File: config.mk
export PLATFORM = sky130hd
export DESIGN_NAME = bk_adder_arbiter
export DESIGN_NICKNAME = d
export VERILOG_FILES = /design/src/rtl/bk_adder_arbiter.sv
export SDC_FILE = /design/constraint.sdc
export NUM_CORES = 1
export LEC_CHECK = 0
export ABC_AREA = 1
export CORE_ASPECT_RATIO = 0.6
export CORE_MARGIN = 3
export CORE_UTILIZATION = 42
export CTS_CLUSTER_SIZE = 12
export DETAILED_ROUTE_END_ITERATION = 10
export GPL_TIMING_DRIVEN = 0
export PLACE_DENSITY = 0.81
export SYNTH_ARGS = -nofsm -noshare
export SYNTH_HDL_FRONTEND = slang
export SYNTH_SLANG_ARGS = --single-unit
File: constraint.sdc
create_clock -name clk -period 3.6 [get_ports clk]
set_input_delay 0.72 -clock clk [delete_from_list [all_inputs] [get_ports clk]]
set_output_delay 0.72 -clock clk [all_outputs]
set_load 0.02 [all_outputs]
File: src/rtl/bk_adder_arbiter.sv
// Two-requester round-robin front end around one Brent-Kung prefix adder, with multi-beat carry chaining.
// Latency: 1 cycle from accepted beat to registered response; one beat per cycle.
// Backpressure: a request is taken only while the result register is empty or draining; a chain owner blocks the other port.
module bk_adder_arbiter #(
    parameter int WIDTH   = 16,
    parameter int VALENCY = 2
) (
    input  logic             clk,
    input  logic             rst_n,
    input  logic             req0_valid,
    output logic             req0_ready,
    input  logic [WIDTH-1:0] req0_a,
    input  logic [WIDTH-1:0] req0_b,
    input  logic             req0_cin,
    input  logic             req0_last,
    input  logic             req1_valid,
    output logic             req1_ready,
    input  logic [WIDTH-1:0] req1_a,
    input  logic [WIDTH-1:0] req1_b,
    input  logic             req1_cin,
    input  logic             req1_last,
    output logic             rsp_valid,
    input  logic             rsp_ready,
    output logic [WIDTH-1:0] rsp_sum,
    output logic             rsp_cout,
    output logic             rsp_id,
    output logic             rsp_last
);

    // Prefix network spans the carry-in slot plus WIDTH operand bits.
    localparam int N   = WIDTH + 1;
    localparam int LOG = $clog2(N);

    // The prefix cells below are radix-2; other valencies or non power-of-two widths are rejected at elaboration.
    if (VALENCY != 2) begin : g_bad_valency
        $error("bk_adder_arbiter: only VALENCY=2 prefix cells are implemented");
    end
    if ((WIDTH < 4) || ((WIDTH & (WIDTH - 1)) != 0)) begin : g_bad_width
        $error("bk_adder_arbiter: WIDTH must be a power of two and at least 4");
    end

    typedef enum logic {IDLE, LOCK} state_t;

    state_t           state_q;
    logic             rr_q;        // requester favoured when both are valid
    logic             owner_q;     // chain owner while in LOCK
    logic             carry_q;     // carry handed from one chain beat to the next
    logic             rsp_valid_q;
    logic [WIDTH-1:0] rsp_sum_q;
    logic             rsp_cout_q;
    logic             rsp_id_q;
    logic             rsp_last_q;

    logic             can_accept;
    logic             gnt_vld;
    logic             gnt_id;
    logic             accept;
    logic [WIDTH-1:0] op_a;
    logic [WIDTH-1:0] op_b;
    logic             op_cin;
    logic             op_last;
    logic [N-1:0]     g_pre;
    logic [N-1:0]     p_pre;
    logic [N-1:0]     gg;
    logic [N-1:0]     pp;
    logic [WIDTH-1:0] sum_d;
    logic             cout_d;

    assign can_accept = !rsp_valid_q || rsp_ready;

    // Grant selection: chain owner in LOCK, otherwise the sole valid requester or the round-robin favourite.
    always_comb begin
        gnt_vld = 1'b0;
        gnt_id  = 1'b0;
        if (state_q == LOCK) begin
            gnt_id  = owner_q;
            gnt_vld = owner_q ? req1_valid : req0_valid;
        end else if (req0_valid && req1_valid) begin
            gnt_id  = rr_q;
            gnt_vld = 1'b1;
        end else if (req1_valid) begin
            gnt_id  = 1'b1;
            gnt_vld = 1'b1;
        end else if (req0_valid) begin
            gnt_id  = 1'b0;
            gnt_vld = 1'b1;
        end
    end

    // Ready is held low while reset is asserted even though the state is already forced to IDLE.
    assign accept     = gnt_vld && can_accept && rst_n;
    assign req0_ready = accept && !gnt_id;
    assign req1_ready = accept && gnt_id;

    // Operand mux; inside a chain the stored carry replaces the requester's carry-in.
    always_comb begin
        op_a    = gnt_id ? req1_a    : req0_a;
        op_b    = gnt_id ? req1_b    : req0_b;
        op_last = gnt_id ? req1_last : req0_last;
        op_cin  = (state_q == LOCK) ? carry_q : (gnt_id ? req1_cin : req0_cin);
    end

    // Bitwise generate/propagate with the carry-in folded in as bit 0.
    always_comb begin
        g_pre    = '0;
        p_pre    = '0;
        g_pre[0] = op_cin;
        p_pre[0] = 1'b0;
        for (int i = 0; i < WIDTH; i++) begin
            g_pre[i+1] = op_a[i] & op_b[i];
            p_pre[i+1] = op_a[i] ^ op_b[i];
        end
    end

    // Brent-Kung group PG: up-sweep builds power-of-two prefixes, down-sweep fills the remaining positions.
    always_comb begin
        gg = g_pre;
        pp = p_pre;
        for (int d = 1; d < N; d = d * 2) begin
            for (int i = 2 * d - 1; i < N; i = i + 2 * d) begin
                gg[i] = gg[i] | (pp[i] & gg[i-d]);
                pp[i] = pp[i] & pp[i-d];
            end
        end
        for (int d = (1 << (LOG - 1)); d >= 1; d = d / 2) begin
            for (int i = 3 * d - 1; i < N; i = i + 2 * d) begin
                gg[i] = gg[i] | (pp[i] & gg[i-d]);
            end
        end
    end

    // Sum post-logic: each bit's propagate XOR the group carry into it.
    assign sum_d  = p_pre[WIDTH:1] ^ gg[WIDTH-1:0];
    assign cout_d = gg[WIDTH];

    // Arbitration FSM, chain carry and the response register.
    always_ff @(posedge clk or negedge rst_n) begin
        if (!rst_n) begin
            state_q     <= IDLE;
            rr_q        <= 1'b0;
            owner_q     <= 1'b0;
            carry_q     <= 1'b0;
            rsp_valid_q <= 1'b0;
            rsp_sum_q   <= '0;
            rsp_cout_q  <= 1'b0;
            rsp_id_q    <= 1'b0;
            rsp_last_q  <= 1'b0;
        end else begin
            if (accept) begin
                rsp_valid_q <= 1'b1;
                rsp_sum_q   <= sum_d;
                rsp_cout_q  <= cout_d;
                rsp_id_q    <= gnt_id;
                rsp_last_q  <= op_last;
            end else if (rsp_ready) begin
                rsp_valid_q <= 1'b0;
            end

            if (accept) begin
                case (state_q)
                    IDLE: begin
                        if (op_last) begin
                            rr_q <= !gnt_id;
                        end else begin
                            state_q <= LOCK;
                            owner_q <= gnt_id;
                            carry_q <= cout_d;
                        end
                    end
                    LOCK: begin
                        if (op_last) begin
                            state_q <= IDLE;
                            rr_q    <= !owner_q;
                            carry_q <= 1'b0;
                        end else begin
                            carry_q <= cout_d;
                        end
                    end
                    default: state_q <= IDLE;
                endcase
            end
        end
    end

    assign rsp_valid = rsp_valid_q;
    assign rsp_sum   = rsp_sum_q;
    assign rsp_cout  = rsp_cout_q;
    assign rsp_id    = rsp_id_q;
    assign rsp_last  = rsp_last_q;

endmodule
* Word level (Yosys, flattened, before mapping)
Cells that the tools add are included.
** Cells by class
- Eq/ne operators :: 3
- Reductions and logical operators :: 13
- Multiplexer cells :: 22
- Bitwise operators :: 100
** Operator list (count)
- $and A1 B1 Y1 :: 54
- $mux W16 :: 2
- $or A1 B1 Y1 :: 27
- $mux W1 :: 18
- $xor A1 B1 Y1 :: 16
- $xor A16 B16 Y16 :: 1
- $reduce_and A3 Y1 :: 2
- $logic_and A1 B1 Y1 :: 5
- $ne A2 B2 Y1 const B :: 2
- $pmux W1 S2 :: 2
- $logic_not A1 Y1 :: 3
- $ne A2 B1 Y1 const B :: 1
- $not A1 Y1 :: 2
- $reduce_and A2 Y1 :: 1
- $reduce_bool A2 Y1 :: 1
- $logic_or A1 B1 Y1 :: 1
** Word-level totals
- Input bits :: 73
- Register bits after elaboration :: 24

* Logic depth before layout (Yosys ltp)
- Depth after elaboration :: 18
- Gate-level depth with buffers :: 20
- Mapped depth without buffers :: 19

* Least setup slack after synthesis
Ideal clock, no wire load.
- Path type :: input to register
- Start point :: input port req1_valid
- End point :: register rsp_sum_q[14], in the netlist rsp_sum[14]
- Path buffers :: 1
- Library setup time :: 0.123 ns
- Stages :: 19
- Arrival time :: 3.060 ns
- Path slack :: 0.417 ns
- Path through :: inv_1 -> nor2_1 -> nand2_1 -> nand2_2 -> inv_2 -> buf_4 -> nand2_1 -> nand2_1 -> ha_1 -> or2_2 -> nand3_1 -> nand2_1 -> nand2_1 -> nand2_1 -> nand2_1 -> nand2_1 -> fa_1 -> xnor2_1 -> o21ai_1
** Between the ends
- Longest elaborated chain between the ends :: 18
- Elaborated cells between the ends (all ways) :: 80
- Those cells by class :: 11 x mux; 66 x bitwise; 3 x reduce/logical
** Ends and longest elaborated chain
- start: declaration :: line 16 : input logic req1_valid,
- $mux W1 / $logic_and A1 B1 Y1 (equally long branches) :: line 81, 78
- $mux W1 :: line 78 : end else if (req0_valid && req1_valid) begin
- $mux W1 :: line 75 : if (state_q == LOCK) begin
- $mux W16 (tied with other cells) :: line 97 : op_a = gnt_id ? req1_a : req0_a;
- $xor A1 B1 Y1 / $mux W1 (equally long branches) :: line 111, 100
- $and A1 B1 Y1 :: line 121 : gg[i] = gg[i] | (pp[i] & gg[i-d]);
- $or A1 B1 Y1 :: line 121
- $and A1 B1 Y1 :: line 121
- [2 not listed]
- $or A1 B1 Y1 :: line 121
- $and A1 B1 Y1 :: line 127 : gg[i] = gg[i] | (pp[i] & gg[i-d]);
- $or A1 B1 Y1 :: line 127
- $and A1 B1 Y1 :: line 127
- $or A1 B1 Y1 :: line 127
- $and A1 B1 Y1 :: line 127
- $or A1 B1 Y1 :: line 127
- $xor A16 B16 Y16 :: line 133 : assign sum_d = p_pre[WIDTH:1] ^ gg[WIDTH-1:0];
- end signal: assignment :: line 151 : rsp_sum_q <= sum_d;
- end: declaration :: line 49 : logic [WIDTH-1:0] rsp_sum_q;
Parallel ways exist; a longest one is shown, timed or not.
A chain may end at the register's enable or synchronous reset.

* Worst setup path in the final report
- Start point :: input port req1_valid
- End point :: register rsp_sum_q[9], in the netlist rsp_sum[9]
** Between the ends
- Longest elaborated chain between the ends :: 14
- Elaborated cells between the ends (all ways) :: 57
- Those cells by class :: 11 x mux; 43 x bitwise; 3 x reduce/logical
** Ends and longest elaborated chain
- $mux W1 / $logic_and A1 B1 Y1 (equally long branches) :: line 81, 78
- $mux W1 * :: line 78
- $mux W1 * :: line 75
- $mux W16 (tied with other cells) :: line 97
- $xor A1 B1 Y1 / $mux W1 (equally long branches) :: line 111, 100
- $and A1 B1 Y1 :: line 121
- $or A1 B1 Y1 :: line 121
- $and A1 B1 Y1 :: line 121
- $or A1 B1 Y1 :: line 121
- $and A1 B1 Y1 :: line 121
- $or A1 B1 Y1 :: line 121
- $and A1 B1 Y1 :: line 127
- $or A1 B1 Y1 :: line 127
- $xor A16 B16 Y16 * :: line 133
- via sum_d[9] :: line 66 : logic [WIDTH-1:0] sum_d;
The timed path passes the listed nets; every way through them passes the cells marked *.

==> impl_metrics.env <==
export IMPL_p_leak_nw=1.62
export IMPL_ys_ff_latch=24
export IMPL_cts_root_buf="clkbuf_8"
export IMPL_grt_max_degree=26
export IMPL_multi_input_area_um2=1350
export IMPL_hpwl_mm=4.92
export IMPL_r2r_cells=15
export IMPL_dieWidth_um=96.0
export IMPL_synth_top_cell_by_area="dfrtp_1"
export IMPL_cp_start_kind="input pin"
export IMPL_seq_area_frac_synth_pct=29.4
export IMPL_seq_area_um2=601
export IMPL_ys_flop_type="dfrtp_1"
export IMPL_drt_initial_drc_count=81
export IMPL_finalNetCount=494
export IMPL_timing_setup_tns_ns=0
export IMPL_ys_async_sr_fraction_pct=100
export IMPL_vias=2155
export IMPL_power_density_nw_per_um2=786
export IMPL_slew_viol_final=0
export IMPL_max_freq_mhz=291
export IMPL_yosysTopAreaCellShare_pct=29.4
export IMPL_synth_edff_count=0
export IMPL_core_area_um2=4390
export IMPL_fin_worst_skew_ns=0.00287
export IMPL_synth_cell_types=28
export IMPL_routed_wl_mm=6.05
export IMPL_grt_antenna_before_repair=0
export IMPL_setup_viol=0
export IMPL_avgViaCountPerCell=4.72
export IMPL_htree_levels=1
export IMPL_place_area_um2=3060
export IMPL_maxCapViolCount=0
export IMPL_ys_warnings_count=0
export IMPL_clk_pin_slew_worst_paths_ns=0.09
export IMPL_max_vdd_ir_drop_v=0.000376
export IMPL_drc_errors=0
export IMPL_post_route_period_util_pct=95.6
export IMPL_design_area_um2=3250
export IMPL_cts_sinks=24
export IMPL_synth_cells=295
export IMPL_grt_use_total_pct=21.5
export IMPL_first_pass_iters=4
export IMPL_clock_tree_buffer_depth=2
export IMPL_yosysMostFrequentCell="nand2_1"
export IMPL_worstPathRequired_ns=3.77
export IMPL_setup_worst_path_class="input pin to flop"
export IMPL_grt_overflow_total=0
export IMPL_outcome="finished, final reports clean"
export IMPL_wl_per_cell_um=13.2
export IMPL_end_kind="flop"
export IMPL_r2r_slack_ns=0.64
export IMPL_syn_nets=391
export IMPL_crit_start="req1_valid"
export IMPL_place_gp_congestion=0.929
export IMPL_worst_slew_pin_slew_ns=0.687
export IMPL_area_growth_syn_to_layout_pct=58.9
export IMPL_n_antenna_cell=0
export IMPL_finalHoldViolCount=0
export IMPL_grt_pass1_vias=1929
export IMPL_antenna_left=0
export IMPL_row_count=18
export IMPL_slew_headroom_pct=54.2
export IMPL_hold_start="rsp_sum[0]$_DFFE_PN0P_"
export IMPL_endpoint="rsp_sum[9]$_DFFE_PN0P_"
export IMPL_cp_max_fo=10
export IMPL_dieHeight_um=60.0
export IMPL_crit_arrival_ns=3.61
export IMPL_num_fill_cells=345
export IMPL_ios=95
export IMPL_synthesis_area_um2=2040
export IMPL_cts_tree="done"
export IMPL_worstHoldPathType="flop to flop"
export IMPL_ys_top_cells_by_count="154 x nand2_1, 26 x inv_1, 24 x dfrtp_1"
export IMPL_r2r_start="state_q$_DFFE_PN0P_"
export IMPL_period_needed_ns=3.44
export IMPL_layout_drive_gt1_share_pct=10.1
export IMPL_grt_first_pass_wirelength_mm=9.45
export IMPL_cts_made_buffers=3
export IMPL_avgSynthCellArea_um2=6.92
export IMPL_portBuffers=94
export IMPL_clk_latency_ns=0.27
export IMPL_dieArea_um2=5760
export IMPL_initial_utilization_pct=46.5
export IMPL_r2r_end="rsp_sum[9]$_DFFE_PN0P_"
export IMPL_yosys_top_cells_area="dfrtp_1 29%, nand2_1 28%, fa_1 8.8%, ha_1 8.6%, inv_1 4.8%"
-- area by class of cell --
type	instances	area share [%]
plain buffers	10	2.70
clock buffers	4	1.70
inverters	28	3.39
multi-input cells	233	41.4
flip-flops and latches	24	18.5
well taps	60	2.31
repair buffers	98	30.0
-- repair_timing --
item	CTS	global route
resized for setup	9	19
gates cloned	0	0
pin swaps	3	5
hold buffers	0	0
endpoints found under the setup margin	11	10
buffers inserted	2	2
-- worst max-delay path, stage by stage --
cell and delay [ns]:
clkdlybuf4s50_1 0.49, inv_1 0.06, nor2_2 0.11, nand2_2 0.10, nand2_4 0.12, inv_6 0.07, buf_6 0.15, nand2_1 0.08
nand2_2 0.07, ha_4 0.24, or2_2 0.30, nand3_1 0.10, nand2_2 0.09, a31o_2 0.23, fa_1 0.53, nand2_1 0.10
nand2_1 0.05
-- state kept, by name, summed over array words and instances, names as in the netlist --
name	flops
rr_q	1
rsp_sum	16
rsp_cout	1
rsp_id	1
rsp_valid	1
rsp_last	1
carry_q	1
state_q	1
owner_q	1
-- routing by layer --
| layer | wire length [um] | global-route usage, % | up-vias |
|---|---|---|---|
| li1 | - | - | 1114 |
| met1 | 2900 | 31.0 | 980 |
| met2 | 2730 | 34.1 | 59 |
| met3 | 409 | 5.66 | 2 |
| met4 | 13 | 1.42 | 0 |
| met5 | 0 | 0 | - |
-- where the power goes --
group / switching (mW) / total [mW] / leakage [nW] / internal [mW]
clock network: 0.0920 / 0.190 / 0.0288 / 0.0978
registers: 0.0732 / 0.470 / 0.297 / 0.397
logic: 1.04 / 1.89 / 1.30 / 0.856
-- worst min path at each step --
stage	to	slack (ns)	cells past startpoint
finish	rsp_sum[0]$_DFFE_PN0P_	0.49	2
detailed placement	rsp_sum[0]$_DFFE_PN0P_	0.47	2
global route	rsp_sum[0]$_DFFE_PN0P_	0.50	2
CTS	rsp_sum[0]$_DFFE_PN0P_	0.49	2
global placement	rsp_sum[9]$_DFFE_PN0P_	0.46	2
floorplan	carry_q$_DFFE_PN0P_	0.42	0
-- placed cells by master, fill, tap and decap left out, drive strengths merged --
master / synthesis / layout
nand2: 155 / 155
a31o: 1 / 1
clkbuf: 0 / 4
clkdlybuf4s50: 0 / 93
or2: 1 / 1
nor2: 10 / 10
a21o: 2 / 2
fa: 9 / 9
dfrtp: 24 / 24
nand4: 1 / 1
a21oi: 3 / 3
o21ai: 20 / 20
o21bai: 1 / 1
buf: 10 / 14
xor2: 3 / 3
a211oi: 1 / 1
nand3: 6 / 6
ha: 14 / 14
a31oi: 1 / 1
o21a: 1 / 1
clkdlybuf4s15: 0 / 1
inv: 28 / 28
xnor2: 4 / 4
-- through the flow --
| step | power (mW) | utilization, % | hold slack [ns] | worst slack, ns | instances |
|---|---|---|---|---|---|
| finish | 2.55 | 73.9 | 0.487 | 0.159 | 457 |
| global route | 2.82 | 73.9 | 0.503 | -0.0233 | 457 |
| CTS | 2.44 | 71.7 | 0.490 | 0.00448 | 455 |
| detailed placement | 2.20 | 69.6 | 0.467 | -0.571 | 449 |
| global placement | 2.15 | 69.6 | 0.462 | -0.487 | 449 |
| floorplan | 1.61 | - | 0.424 | 0.417 | 295 |
-- logic make-up after synthesis --
family	after synthesis	synth area share [%]
XOR/XNOR	7	3.00
buffers and inverters	38	8.52
flip-flops	24	29.4
AND/OR/NAND/NOR	173	33.3
AO/OA/AOI/OAI	30	8.39
adder cells (fa/ha/maj)	23	17.4
Note: power is estimated with default switching activity, not from simulation.
